[src/rtl/booth_r4_seq_ctrl_if.sv]
// Handshake and adder bus for booth_r4_seq_ctrl; is_signed exists only with BOOTH_UNSIGNED_EN.
// master = operand producer / product consumer / adder side, slave = the multiplier.
interface booth_r4_seq_ctrl_if #(
    parameter int WIDTH = 64
);
    logic                 in_valid;
    logic                 in_ready;
    logic [WIDTH-1:0]     x_in;
    logic [WIDTH-1:0]     y_in;
    logic                 out_valid;
    logic                 out_ready;
    logic [2*WIDTH-1:0]   product;
    logic [WIDTH+1:0]     add_a;
    logic [WIDTH+1:0]     add_b;
    logic [WIDTH+1:0]     add_s;
`ifdef BOOTH_UNSIGNED_EN
    logic                 is_signed;

    modport master (
        output in_valid, x_in, y_in, out_ready, add_s, is_signed,
        input  in_ready, out_valid, product, add_a, add_b
    );
    modport slave (
        input  in_valid, x_in, y_in, out_ready, add_s, is_signed,
        output in_ready, out_valid, product, add_a, add_b
    );
`else
    modport master (
        output in_valid, x_in, y_in, out_ready, add_s,
        input  in_ready, out_valid, product, add_a, add_b
    );
    modport slave (
        input  in_valid, x_in, y_in, out_ready, add_s,
        output in_ready, out_valid, product, add_a, add_b
    );
`endif
endinterface

[src/rtl/booth_r4_seq_ctrl.sv]
// Sequential radix-4 Booth multiplier driving an external WIDTH+2 adder; BOOTH_UNSIGNED_EN adds is_signed.
// Latency: out_valid in cycle ITER+1 after the handshake (ITER+2 for unsigned).
// Backpressure: product held in DONE until out_ready; in_ready only in IDLE.
module booth_r4_seq_ctrl #(
    parameter int WIDTH = 64
) (
    input  logic                 clk,
    input  logic                 rst_n,
    booth_r4_seq_ctrl_if.slave   bus
);
    localparam int ITER = WIDTH / 2;
    localparam int AW   = WIDTH + 2;
`ifdef BOOTH_UNSIGNED_EN
    localparam int QW   = WIDTH + 2;
`else
    localparam int QW   = WIDTH;
`endif
    localparam int CW   = $clog2(ITER + 2);

    typedef enum logic [1:0] {S_IDLE, S_CALC, S_DONE} state_t;

    state_t               r_state;
    logic [AW-1:0]        r_acc, r_m1, r_m2, r_n1, r_n2;
    logic [QW-1:0]        r_q;
    logic                 r_qm1;
    logic [CW-1:0]        r_cnt;
    logic [2*WIDTH-1:0]   r_product;
    logic                 r_out_valid;

    logic [2:0]           w_digit;
    logic [AW-1:0]        w_pp;
    logic [AW+QW-1:0]     w_shift;
    logic [AW-1:0]        w_acc_nxt;
    logic [QW-1:0]        w_q_nxt;
    logic [2*WIDTH-1:0]   w_prod;
    logic [CW-1:0]        w_last;
    logic                 w_sx;
    logic [AW-1:0]        w_m1_ld;
    logic [QW-1:0]        w_q_ld;

`ifdef BOOTH_UNSIGNED_EN
    logic                 r_signed;
    assign w_sx   = bus.is_signed & bus.x_in[WIDTH-1];
    assign w_q_ld = {2'b00, bus.y_in};
    assign w_last = r_signed ? CW'(ITER - 1) : CW'(ITER);
    // Signed runs stop with the two padding bits of Q still unconsumed at its bottom.
    assign w_prod = r_signed ? {w_acc_nxt[WIDTH-1:0], w_q_nxt[QW-1:2]}
                             : {w_acc_nxt[WIDTH-3:0], w_q_nxt};
`else
    assign w_sx   = bus.x_in[WIDTH-1];
    assign w_q_ld = bus.y_in;
    assign w_last = CW'(ITER - 1);
    assign w_prod = {w_acc_nxt[WIDTH-1:0], w_q_nxt};
`endif

    assign w_m1_ld = {{2{w_sx}}, bus.x_in};
    assign w_digit = {r_q[1:0], r_qm1};

    always_comb begin
        w_pp = '0;
        case (w_digit)
            3'b001, 3'b010: w_pp = r_m1;
            3'b011:         w_pp = r_m2;
            3'b100:         w_pp = r_n2;
            3'b101, 3'b110: w_pp = r_n1;
            default:        w_pp = '0;
        endcase
    end

    // Adder inputs are forced to zero outside CALC so it stays quiet.
    assign bus.add_a = (r_state == S_CALC) ? r_acc : '0;
    assign bus.add_b = (r_state == S_CALC) ? w_pp  : '0;

    assign w_shift   = {{2{bus.add_s[AW-1]}}, bus.add_s, r_q[QW-1:2]};
    assign w_acc_nxt = w_shift[AW+QW-1:QW];
    assign w_q_nxt   = w_shift[QW-1:0];

    assign bus.in_ready  = (r_state == S_IDLE);
    assign bus.out_valid = r_out_valid;
    assign bus.product   = r_product;

    always_ff @(posedge clk or negedge rst_n) begin
        if (!rst_n) begin
            r_state     <= S_IDLE;
            r_acc       <= '0;
            r_m1        <= '0;
            r_m2        <= '0;
            r_n1        <= '0;
            r_n2        <= '0;
            r_q         <= '0;
            r_qm1       <= 1'b0;
            r_cnt       <= '0;
            r_product   <= '0;
            r_out_valid <= 1'b0;
`ifdef BOOTH_UNSIGNED_EN
            r_signed    <= 1'b1;
`endif
        end else begin
            case (r_state)
                S_IDLE: begin
                    if (bus.in_valid) begin
                        r_acc   <= '0;
                        r_q     <= w_q_ld;
                        r_qm1   <= 1'b0;
                        r_cnt   <= '0;
                        r_m1    <= w_m1_ld;
                        r_m2    <= w_m1_ld << 1;
                        r_n1    <= -w_m1_ld;
                        r_n2    <= (-w_m1_ld) << 1;
`ifdef BOOTH_UNSIGNED_EN
                        r_signed <= bus.is_signed;
`endif
                        r_state <= S_CALC;
                    end
                end
                S_CALC: begin
                    r_acc <= w_acc_nxt;
                    r_q   <= w_q_nxt;
                    r_qm1 <= r_q[1];
                    r_cnt <= r_cnt + 1'b1;
                    if (r_cnt == w_last) begin
                        r_product   <= w_prod;
                        r_out_valid <= 1'b1;
                        r_state     <= S_DONE;
                    end
                end
                S_DONE: begin
                    if (bus.out_ready) begin
                        r_out_valid <= 1'b0;
                        r_state     <= S_IDLE;
                    end
                end
                default: r_state <= S_IDLE;
            endcase
        end
    end
endmodule

[src/flat_wrapper.sv]
// flat-port wrapper written by rule: the top's interface ports become plain ports
module booth_r4_seq_ctrl_flat 
#(
    parameter int WIDTH = 64
)
  (clk, rst_n, bus_in_valid, bus_x_in, bus_y_in, bus_out_ready, bus_add_s, bus_in_ready, bus_out_valid, bus_product, bus_add_a, bus_add_b);
  booth_r4_seq_ctrl_if #(.WIDTH(WIDTH)) bus_i ();
  input  logic clk;
  input  logic rst_n;
  input wire logic [$bits(bus_i.in_valid)-1:0] bus_in_valid;
  input wire logic [$bits(bus_i.x_in)-1:0] bus_x_in;
  input wire logic [$bits(bus_i.y_in)-1:0] bus_y_in;
  input wire logic [$bits(bus_i.out_ready)-1:0] bus_out_ready;
  input wire logic [$bits(bus_i.add_s)-1:0] bus_add_s;
  output wire logic [$bits(bus_i.in_ready)-1:0] bus_in_ready;
  output wire logic [$bits(bus_i.out_valid)-1:0] bus_out_valid;
  output wire logic [$bits(bus_i.product)-1:0] bus_product;
  output wire logic [$bits(bus_i.add_a)-1:0] bus_add_a;
  output wire logic [$bits(bus_i.add_b)-1:0] bus_add_b;
  assign bus_i.in_valid = bus_in_valid;
  assign bus_i.x_in = bus_x_in;
  assign bus_i.y_in = bus_y_in;
  assign bus_i.out_ready = bus_out_ready;
  assign bus_i.add_s = bus_add_s;
  assign bus_in_ready = bus_i.in_ready;
  assign bus_out_valid = bus_i.out_valid;
  assign bus_product = bus_i.product;
  assign bus_add_a = bus_i.add_a;
  assign bus_add_b = bus_i.add_b;
  booth_r4_seq_ctrl #(.WIDTH(WIDTH)) u_core (.clk(clk), .rst_n(rst_n), .bus(bus_i));
endmodule
[config.mk]
export PLATFORM = sky130hd
export DESIGN_NAME = booth_r4_seq_ctrl_flat
export DESIGN_NICKNAME = d
export VERILOG_FILES = /design/src/rtl/booth_r4_seq_ctrl_if.sv /design/src/rtl/booth_r4_seq_ctrl.sv /design/src/flat_wrapper.sv
export SDC_FILE = /design/constraint.sdc
export NUM_CORES = 1
export LEC_CHECK = 0
export CORE_AREA = 10 10 202 204
export CTS_BUF_LIST = sky130_fd_sc_hd__clkbuf_16
export DETAILED_ROUTE_END_ITERATION = 10
export DIE_AREA = 0 0 212 214
export HOLD_SLACK_MARGIN = 0.02
export PLACE_DENSITY = 0.86
export SLEW_MARGIN = 20
export SYNTH_ARGS = -nofsm -noshare
export SYNTH_HDL_FRONTEND = slang
export SYNTH_SLANG_ARGS = --single-unit
[constraint.sdc]
create_clock -name clk -period 4.7 [get_ports clk]
set_input_delay 0.94 -clock clk [delete_from_list [all_inputs] [get_ports clk]]
set_output_delay 0.94 -clock clk [all_outputs]
set_load 0.03 [all_outputs]
Word-level counts from Yosys, hierarchy flattened

Cells that the tools add are included.

Output and inout bits: 262
Input bits: 198
Register bits after elaboration: 527
Logic and storage cells: 53

Muxes and demuxes: 18
Eq/ne operators: 12
Add/sub/neg operators: 2
Reduce and logical (&&, ||, !) cells: 10

Operators by type and width:

| cell                                          | count |
|---|---|
| one-hot mux 66 bit (4 select lines)           | 1 |
| 2-to-1 mux 66 bit                             | 3 |
| one-hot mux 66 bit (2 select lines)           | 1 |
| one-hot mux 64 bit (2 select lines)           | 1 |
| negator 66 bit                                | 1 |
| 2-to-1 mux 64 bit                             | 1 |
| one-hot mux 6 bit (2 select lines)            | 1 |
| == test 3 bit, second input constant          | 3 |
| adder 6 x 1 -> 6 bit, second input constant   | 1 |
| == test 3 x 2 -> 1 bit, second input constant | 2 |
| == test 6 x 5 -> 1 bit, second input constant | 1 |
| 2-to-1 mux 2 bit                              | 3 |
| 2-to-1 mux 6 bit                              | 1 |
| inequality test 2 bit, second input constant  | 3 |
| one-hot mux 2 bit (3 select lines)            | 1 |
| AND reduction 2 bit                           | 3 |
| AND reduction 3 bit                           | 2 |
| one-hot mux 1 bit (2 select lines)            | 2 |
| nonzero test 2 bit                            | 2 |
| OR reduction 2 bit                            | 2 |
| == test 3 x 1 -> 1 bit, second input constant | 1 |
| 2-to-1 mux 1 bit                              | 3 |
| == test 2 x 1 -> 1 bit, second input constant | 1 |
| == test 2 bit, second input constant          | 1 |
| logical NOT 2 bit                             | 1 |

Logic depth before layout (Yosys ltp)

Gate-level depths: netlist (run 1).

Depth in word-level cells: 4
Gate-level depth with buffers: 8
Mapped depth without buffers: 7

Worst setup path before layout (run 1)

No wires, ideal clock.

Path kind: reg2out
From: register u_core.r_qm1
To: output port bus_add_b[19]
Data arrival time: 2.379 ns
Data required time: 3.760 ns
Stages on the path, launching flop included: 8
Path buffers: 3
Slack: 1.381 ns
Path through: dfrtp_1 clkbuf_1 buf_1 clkbuf_1 nand2_1 a31oi_1 nor2_1 a211oi_1

Longest elaborated chain between the ends: 4
Elaborated cells between the ends (all ways): 10
Classes of those cells: eq/ne (6); mux (2); reduce/logical (2)

RTL lines:

| what                                        | RTL line                 | source |
|---|---|---|
| from (decl)                                 | booth_r4_seq_ctrl.sv:25  | `logic r_qm1;` |
| from (signal assigned)                      | booth_r4_seq_ctrl.sv:119 | `r_qm1 <= r_q[1];` |
| == test 3 bit, or another cell as far along | booth_r4_seq_ctrl.sv:61  | `case (w_digit)` |
| OR reduction 2 bit                          | booth_r4_seq_ctrl.sv:61  |  |
| one-hot mux 66 bit (4 select lines) *       | booth_r4_seq_ctrl.sv:61  |  |
| 2-to-1 mux 66 bit *                         | booth_r4_seq_ctrl.sv:72  | `assign bus.add_b = (r_state == S_CALC) ? w_pp : '0;` |
| to (decl)                                   | flat_wrapper.sv:19       | `output wire logic [$bits(bus_i.add_b)-1:0] bus_add_b;` |

Mark *: on every way between the ends. The rest lies on a longest branch, timed or not.

Worst setup path in the final report (run 1)

From: register u_core.r_qm1
To: output port bus_add_b[3]

The elaborated chain is that of the path after synthesis.

==> flow_metrics.env, run 1 <==
export IMPL_crit_start="u_core.r_qm1"
export IMPL_hp_class="input port to asynchronous set/reset pin"
export IMPL_wl_met3_mm=7.42
export IMPL_antenna_found_initial=11
export IMPL_place_congestion=0.915
export IMPL_yosys_warnings=0
export IMPL_die_area_um2=45400
export IMPL_synthToLayoutAreaGrowth_pct=31.2
export IMPL_start_kind="flip-flop"
export IMPL_clock_latency_ns=0.55
export IMPL_overflow=0
export IMPL_hpwlAfterDp_mm=47.9
export IMPL_slew_headroom=0.376
export IMPL_cts_root_buf="clkbuf_16"
export IMPL_fin_nets=2694
export IMPL_ys_seq_area_frac=0.497
export IMPL_grt_pass1_vias=18500
export IMPL_vias=18200
export IMPL_clock_path_buffers=3
export IMPL_dr_pass1_iters=6
export IMPL_drv_cap=0
export IMPL_synthCells=2131
export IMPL_core_region_area_um2=37000
export IMPL_rr_startpoint="u_core.r_cnt[0]"
export IMPL_vias_per_cell=6.06
export IMPL_cts_repair_resize_count=0
export IMPL_cp_max_fo=36
export IMPL_synth_main_ff_cell="dfrtp_1"
export IMPL_rsz0062_at_grt="no"
export IMPL_status="completed"
export IMPL_total_leakage_power_nw=11.3
export IMPL_drc=0
export IMPL_m1WireLength_mm=24.2
export IMPL_fin_crit_sh=0.916
export IMPL_postCtsHoldBufs=0
export IMPL_post_cts_buffers=0
export IMPL_cpPeakStageDelay_ns=0.78
export IMPL_clkSlewWorstSetupHoldPaths_ns=0.06
export IMPL_skew_ns=0.0177
export IMPL_tritoncts="yes"
export IMPL_syn_nets=2331
export IMPL_cts_htree_levels=2
export IMPL_crit_path_end_kind="primary output"
export IMPL_synth_area_um2=19900
export IMPL_drtIter0Drc=1999
export IMPL_synth_largest_area_cell="dfrtp_1"
export IMPL_drt_total_wl_mm=68.1
export IMPL_grt_max_degree=200
export IMPL_dr_wl_met2_mm=33.7
export IMPL_power_density_nw_per_um2=779
export IMPL_synth_seq_cells=395
export IMPL_drive_gt1_frac=0.0944
export IMPL_cp_arrival_ns=3.37
export IMPL_port_buffers=459
export IMPL_yosysTopAreaCellShare=0.497
export IMPL_start_util=0.537
export IMPL_cts_sink_count=395
export IMPL_max_clock_freq_mhz=232
export IMPL_peakVddDrop_uv=485
export IMPL_syn_area_per_cell_um2=9.33
export IMPL_place_ws_ns=0.713
export IMPL_slew_viol_final=0
export IMPL_crit_chain="nor2b_1 > buf_4 > a21oi_1 > a211oi_1 > clkdlybuf4s50_1"
export IMPL_synth_area_leaders="dfrtp_1, nand2_1, mux2_2"
export IMPL_layout_min_cycle_time_ns=4.31
export IMPL_grt_usage=0.292
export IMPL_setup_viol=0
export IMPL_cts_buffers=43
export IMPL_die_h_um=214
export IMPL_worst_pin_slew_ns=0.928
export IMPL_hold_viol_final=0
export IMPL_ys_async_sr_fraction=1.00
export IMPL_ant_nets=0
export IMPL_die_w_um=212
export IMPL_grt_pass1_wl_mm=106
export IMPL_cp_required_ns=3.76
export IMPL_top_layer="met5"
export IMPL_timing_final_ws_setup_ns=0.393
export IMPL_setup_worst_path_class="flip-flop to primary output"
export IMPL_synth_cell_type_count=50
export IMPL_synth_edf_count=0
export IMPL_fin_tns_setup_ns=0
export IMPL_pin_count=460
export IMPL_wl_per_cell_um=22.7
export IMPL_std_cell_rows=71
export IMPL_cp_slowest_cell="clkdlybuf4s50_1"
## final timing paths
| path | endpoint | slack [ns] | cells after the start |
|---|---|---|---|
| min in group clk | u_core.r_cnt[5] | 0.49 | 1 |
| worst max register to register | u_core.bus.product[110] | 2.23 | 6 |
| worst max-delay path | bus_add_b[3] | 0.39 | 5 |
| worst min register to register | u_core.r_cnt[5] | 0.49 | 1 |
| worst min-delay path | u_core.r_m1[38] | 0.37 | 1 |
| max in group asynchronous | u_core.bus.product[111] | 3.26 | 2 |
## layout make-up
| type | instances | area, um^2 |
|---|---|---|
| Antenna cell | 11 | 27.5 |
| Fill cell | 2546 | 11000 |
| Multi-Input combinational cell | 1560 | 9370 |
| Sequential cell | 395 | 9900 |
| Clock buffer | 44 | 1100 |
| Clock inverter | 29 | 155 |
| Tap cell | 474 | 593 |
| Timing Repair Buffer | 490 | 4930 |
| Inverter | 4 | 15.0 |
## synth_stat cells, types with 2 or more instances
| cell type | instances |
|---|---|
| buf_2 | 2 |
| xnor2_1 | 12 |
| nor2b_1 | 3 |
| a22oi_1 | 64 |
| and2_1 | 65 |
| mux2_2 | 129 |
| a211oi_1 | 57 |
| or2_2 | 10 |
| nand2_1 | 549 |
| a31oi_1 | 7 |
| o21a_1 | 2 |
| nor3_1 | 26 |
| a21oi_1 | 91 |
| buf_4 | 2 |
| nand2b_1 | 18 |
| xor2_1 | 14 |
| nor3b_1 | 2 |
| or3_1 | 15 |
| o31a_1 | 21 |
| a221oi_1 | 41 |
| nand3_1 | 19 |
| and4_1 | 2 |
| nand3b_1 | 4 |
| nor4_1 | 37 |
| mux2i_1 | 74 |
| o31ai_1 | 27 |
| o311ai_0 | 5 |
| or4_1 | 14 |
| clkbuf_1 | 142 |
| nor2_1 | 101 |
| dfrtp_1 | 395 |
| nand4_1 | 13 |
| inv_1 | 4 |
| buf_1 | 25 |
| ha_1 | 2 |
| mux4_2 | 6 |
| and3_1 | 3 |
| o21ai_0 | 116 |
## registers in the layout, summed over array words and instances (netlist names)
register / cells
u_core.r_state: 2
u_core.r_n1: 66
u_core.r_cnt: 6
u_core.bus.product: 128
u_core.bus.out_valid: 1
u_core.r_m1: 63
u_core.r_acc: 64
u_core.r_q: 64
u_core.r_qm1: 1
## per-layer routing
layer | track usage | vias to the layer above
li1 | - | 8225
met1 | 0.333 | 8829
met2 | 0.484 | 972
met3 | 0.100 | 182
met4 | 0.129 | 2
met5 | 0 | -
## cell usage in the layout (no fill, tap or decap), types with 13 or more instances in the layout
cell type          n
buf_4             23
nor4_1            37
clkbuf_16         44
o21ai_0          116
xor2_1            14
or4_1             14
nand4_1           13
nand2b_1          17
mux2_2           129
and2_1            65
or3_1             15
o31a_1            21
nor2_1            98
mux2i_1           74
clkdlybuf4s50_1  458
inv_1             16
a22oi_1           64
dfrtp_1          392
a221oi_1          41
nand2_1          548
nor3_1            26
nand3_1           19
o31ai_1           27
a211oi_1          57
a21oi_1           91
## where the power goes
part	leakage [nW]	internal, mW	total, mW	switching (mW)
sequential	5.01	4.90	6.18	1.28
combinational	5.67	4.42	11.0	6.62
clock	0.658	1.74	3.10	1.36
## logic make-up (layout without fill, tap and decap cells)
kind of cell | after synthesis | count (layout) | share of synthesized area
compound gates | 439 | 439 | 0.144
xor+xnor | 26 | 26 | 0.0115
fa+ha+maj | 2 | 2 | 0.00126
buf+inv | 176 | 567 | 0.0338
flops | 395 | 395 | 0.497
mux | 209 | 209 | 0.117
other cells | 0 | 11 | 0
simple gates | 884 | 884 | 0.196
## stage by stage
step | hold WS (ns) | instances | area (um^2) | power, mW | util
2_1_floorplan | 0.447 | 2131 | 19900 | 12.6 | -
3_3_place_gp | 0.466 | 2923 | 24800 | 16.8 | 0.670
3_5_place_dp | 0.482 | 2923 | 24800 | 17.1 | 0.670
4_1_cts | 0.385 | 2996 | 26100 | 20.3 | 0.704
5_1_grt | 0.407 | 3006 | 26100 | 21.4 | 0.704
6_report | 0.370 | 3007 | 26100 | 20.3 | 0.704
## critical path: cells and delay by family, from the launching register on
family	cells	cell delay, ns
compound gates	2	0.51
flops	1	0.67
simple gates	1	0.56
buf+inv	2	1.09
No activity file was read; power rests on OpenSTA's default activity.
==> inputs of run 2 (changes only) <==
SETUP_SLACK_MARGIN = 0.15   (was default)
clock period = 5.4 ns   (was 4.7 ns; I/O delays follow)
==> flow_metrics.env, run 2 (synthesis results as in run 1) <==
export IMPL_fin_tns_setup_ns=0
export IMPL_place_congestion=0.943
export IMPL_dp_cells=2918
export IMPL_largest_reg_flops=128
export IMPL_skew_ns=0.0290
export IMPL_grt_pass1_vias=18500
export IMPL_cts_buffers=44
export IMPL_fin_crit_sh=0.863
export IMPL_cts_sink_count=395
export IMPL_postCtsHoldBufs=0
export IMPL_r2r_slack_ns=2.89
export IMPL_fin_nets=2690
export IMPL_drv_cap=0
export IMPL_layout_min_cycle_time_ns=4.66
export IMPL_drtIter0Drc=1834
export IMPL_cp_max_fo=48
export IMPL_total_leakage_power_nw=11.4
export IMPL_setup_worst_path_class="flip-flop to primary output"
export IMPL_tritoncts="yes"
export IMPL_drc=0
export IMPL_slew_viol_final=0
export IMPL_max_clock_freq_mhz=214
export IMPL_hold_viol_final=0
export IMPL_crit_path_end_kind="primary output"
export IMPL_cp_required_ns=4.32
export IMPL_power_density_nw_per_um2=690
export IMPL_crit_start="u_core.r_q[0]"
export IMPL_cp_arrival_ns=3.58
export IMPL_synthToLayoutAreaGrowth_pct=32.2
export IMPL_status="completed"
export IMPL_drt_total_wl_mm=69.1
export IMPL_wl_per_cell_um=23.0
export IMPL_rsz0062_at_grt="no"
export IMPL_final_cells=3010
export IMPL_die_h_um=214
export IMPL_rr_startpoint="u_core.r_cnt[0]"
export IMPL_dr_pass1_iters=6
export IMPL_pin_count=460
export IMPL_start_kind="flip-flop"
export IMPL_start_util=0.537
export IMPL_cts_htree_levels=2
export IMPL_layout_common_cells="nand2_1, clkdlybuf4s50_1, dfrtp_1, mux2_2, o21ai_0"
export IMPL_hp_class="input port to asynchronous set/reset pin"
export IMPL_ant_nets=0
export IMPL_core_region_area_um2=37000
export IMPL_cts_repair_resize_count=0
export IMPL_clock_path_buffers=3
export IMPL_drive_gt1_frac=0.0983
export IMPL_clock_latency_ns=0.60
export IMPL_cts_root_buf="clkbuf_16"
export IMPL_final_common_cell="nand2_1"
export IMPL_vias=18300
export IMPL_antenna_found_initial=13
export IMPL_die_w_um=212
export IMPL_grt_usage=0.295
export IMPL_setup_viol=0
export IMPL_post_cts_buffers=0
export IMPL_port_buffers=459
export IMPL_peakVddDrop_uv=478
export IMPL_grt_pass1_wl_mm=107
export IMPL_vias_per_cell=6.07
export IMPL_clkSlewWorstSetupHoldPaths_ns=0.06
export IMPL_slew_headroom=0.326
export IMPL_hpwlAfterDp_mm=47.3
export IMPL_die_area_um2=45400
export IMPL_worst_pin_slew_ns=1.01
export IMPL_grt_max_degree=200
export IMPL_std_cell_rows=71
export IMPL_overflow=0
## run 2: cell count changes in the layout (fill, tap and decap cells not counted), moves of 4 or more
| cell | before | now |
|---|---|---|
| bufinv_16 | 1 | 7 |
| inv_1 | 16 | 12 |
| clkinv_2 | 2 | 6 |
| clkinv_1 | 12 | 7 |
| clkinvlp_4 | 0 | 4 |
| buf_4 | 23 | 19 |
## run 2: layer usage
metal / track usage / vias to the layer above / wire [um]
li1: - / 8222 / -
met1: 0.336 / 8974 / 24900
met2: 0.487 / 920 / 33800
met3: 0.104 / 161 / 7540
met4: 0.132 / 0 / 2790
met5: 0 / - / 0
## run 2: through the flow
step           area, um^2  hold slack, ns  power (mW)  setup WS [ns]   util
3_3_place_gp        24800           0.464        14.6           1.10  0.668
5_1_grt             26300           0.518        19.1          0.638  0.709
4_1_cts             26300           0.500        18.1          0.779  0.709
2_1_floorplan       19900           0.447        11.0           1.94      -
3_5_place_dp        24800           0.486        14.9           1.03  0.668
6_report            26300           0.485        18.1          0.737  0.709
## run 2: worst max-delay path, stage by stage (launching register included)
cell	delay [ns]
dfrtp_4	0.66
buf_4	0.51
o31ai_1	0.17
a31o_2	0.26
buf_4	0.23
a211oi_1	0.37
clkdlybuf4s50_1	0.78
## run 2: worst paths after layout
kind,endpoint,cells past startpoint
hold / removal,u_core.r_m1[40],1
max in group asynchronous,u_core.bus.product[82],2
setup reg to reg,u_core.bus.product[99],6
hold reg to reg,u_core.r_cnt[5],1
setup / recovery,bus_add_b[51],6
min in group clk,u_core.r_cnt[5],1
## run 2: layout make-up
class / count / area [um^2]
multi-input cells: 1560 / 9370
fillers: 2512 / 10800
flip-flops and latches: 395 / 9900
inverters: 4 / 15.0
clock inverters: 35 / 393
well taps: 474 / 593
diodes: 13 / 32.5
clock buffers: 44 / 1100
repair buffers: 485 / 4880
## run 2: power by group
group / switching, mW / internal, mW / leakage [nW]
combinational: 5.77 / 3.83 / 5.64
sequential: 1.14 / 4.27 / 5.01
clock: 1.29 / 1.83 / 0.747
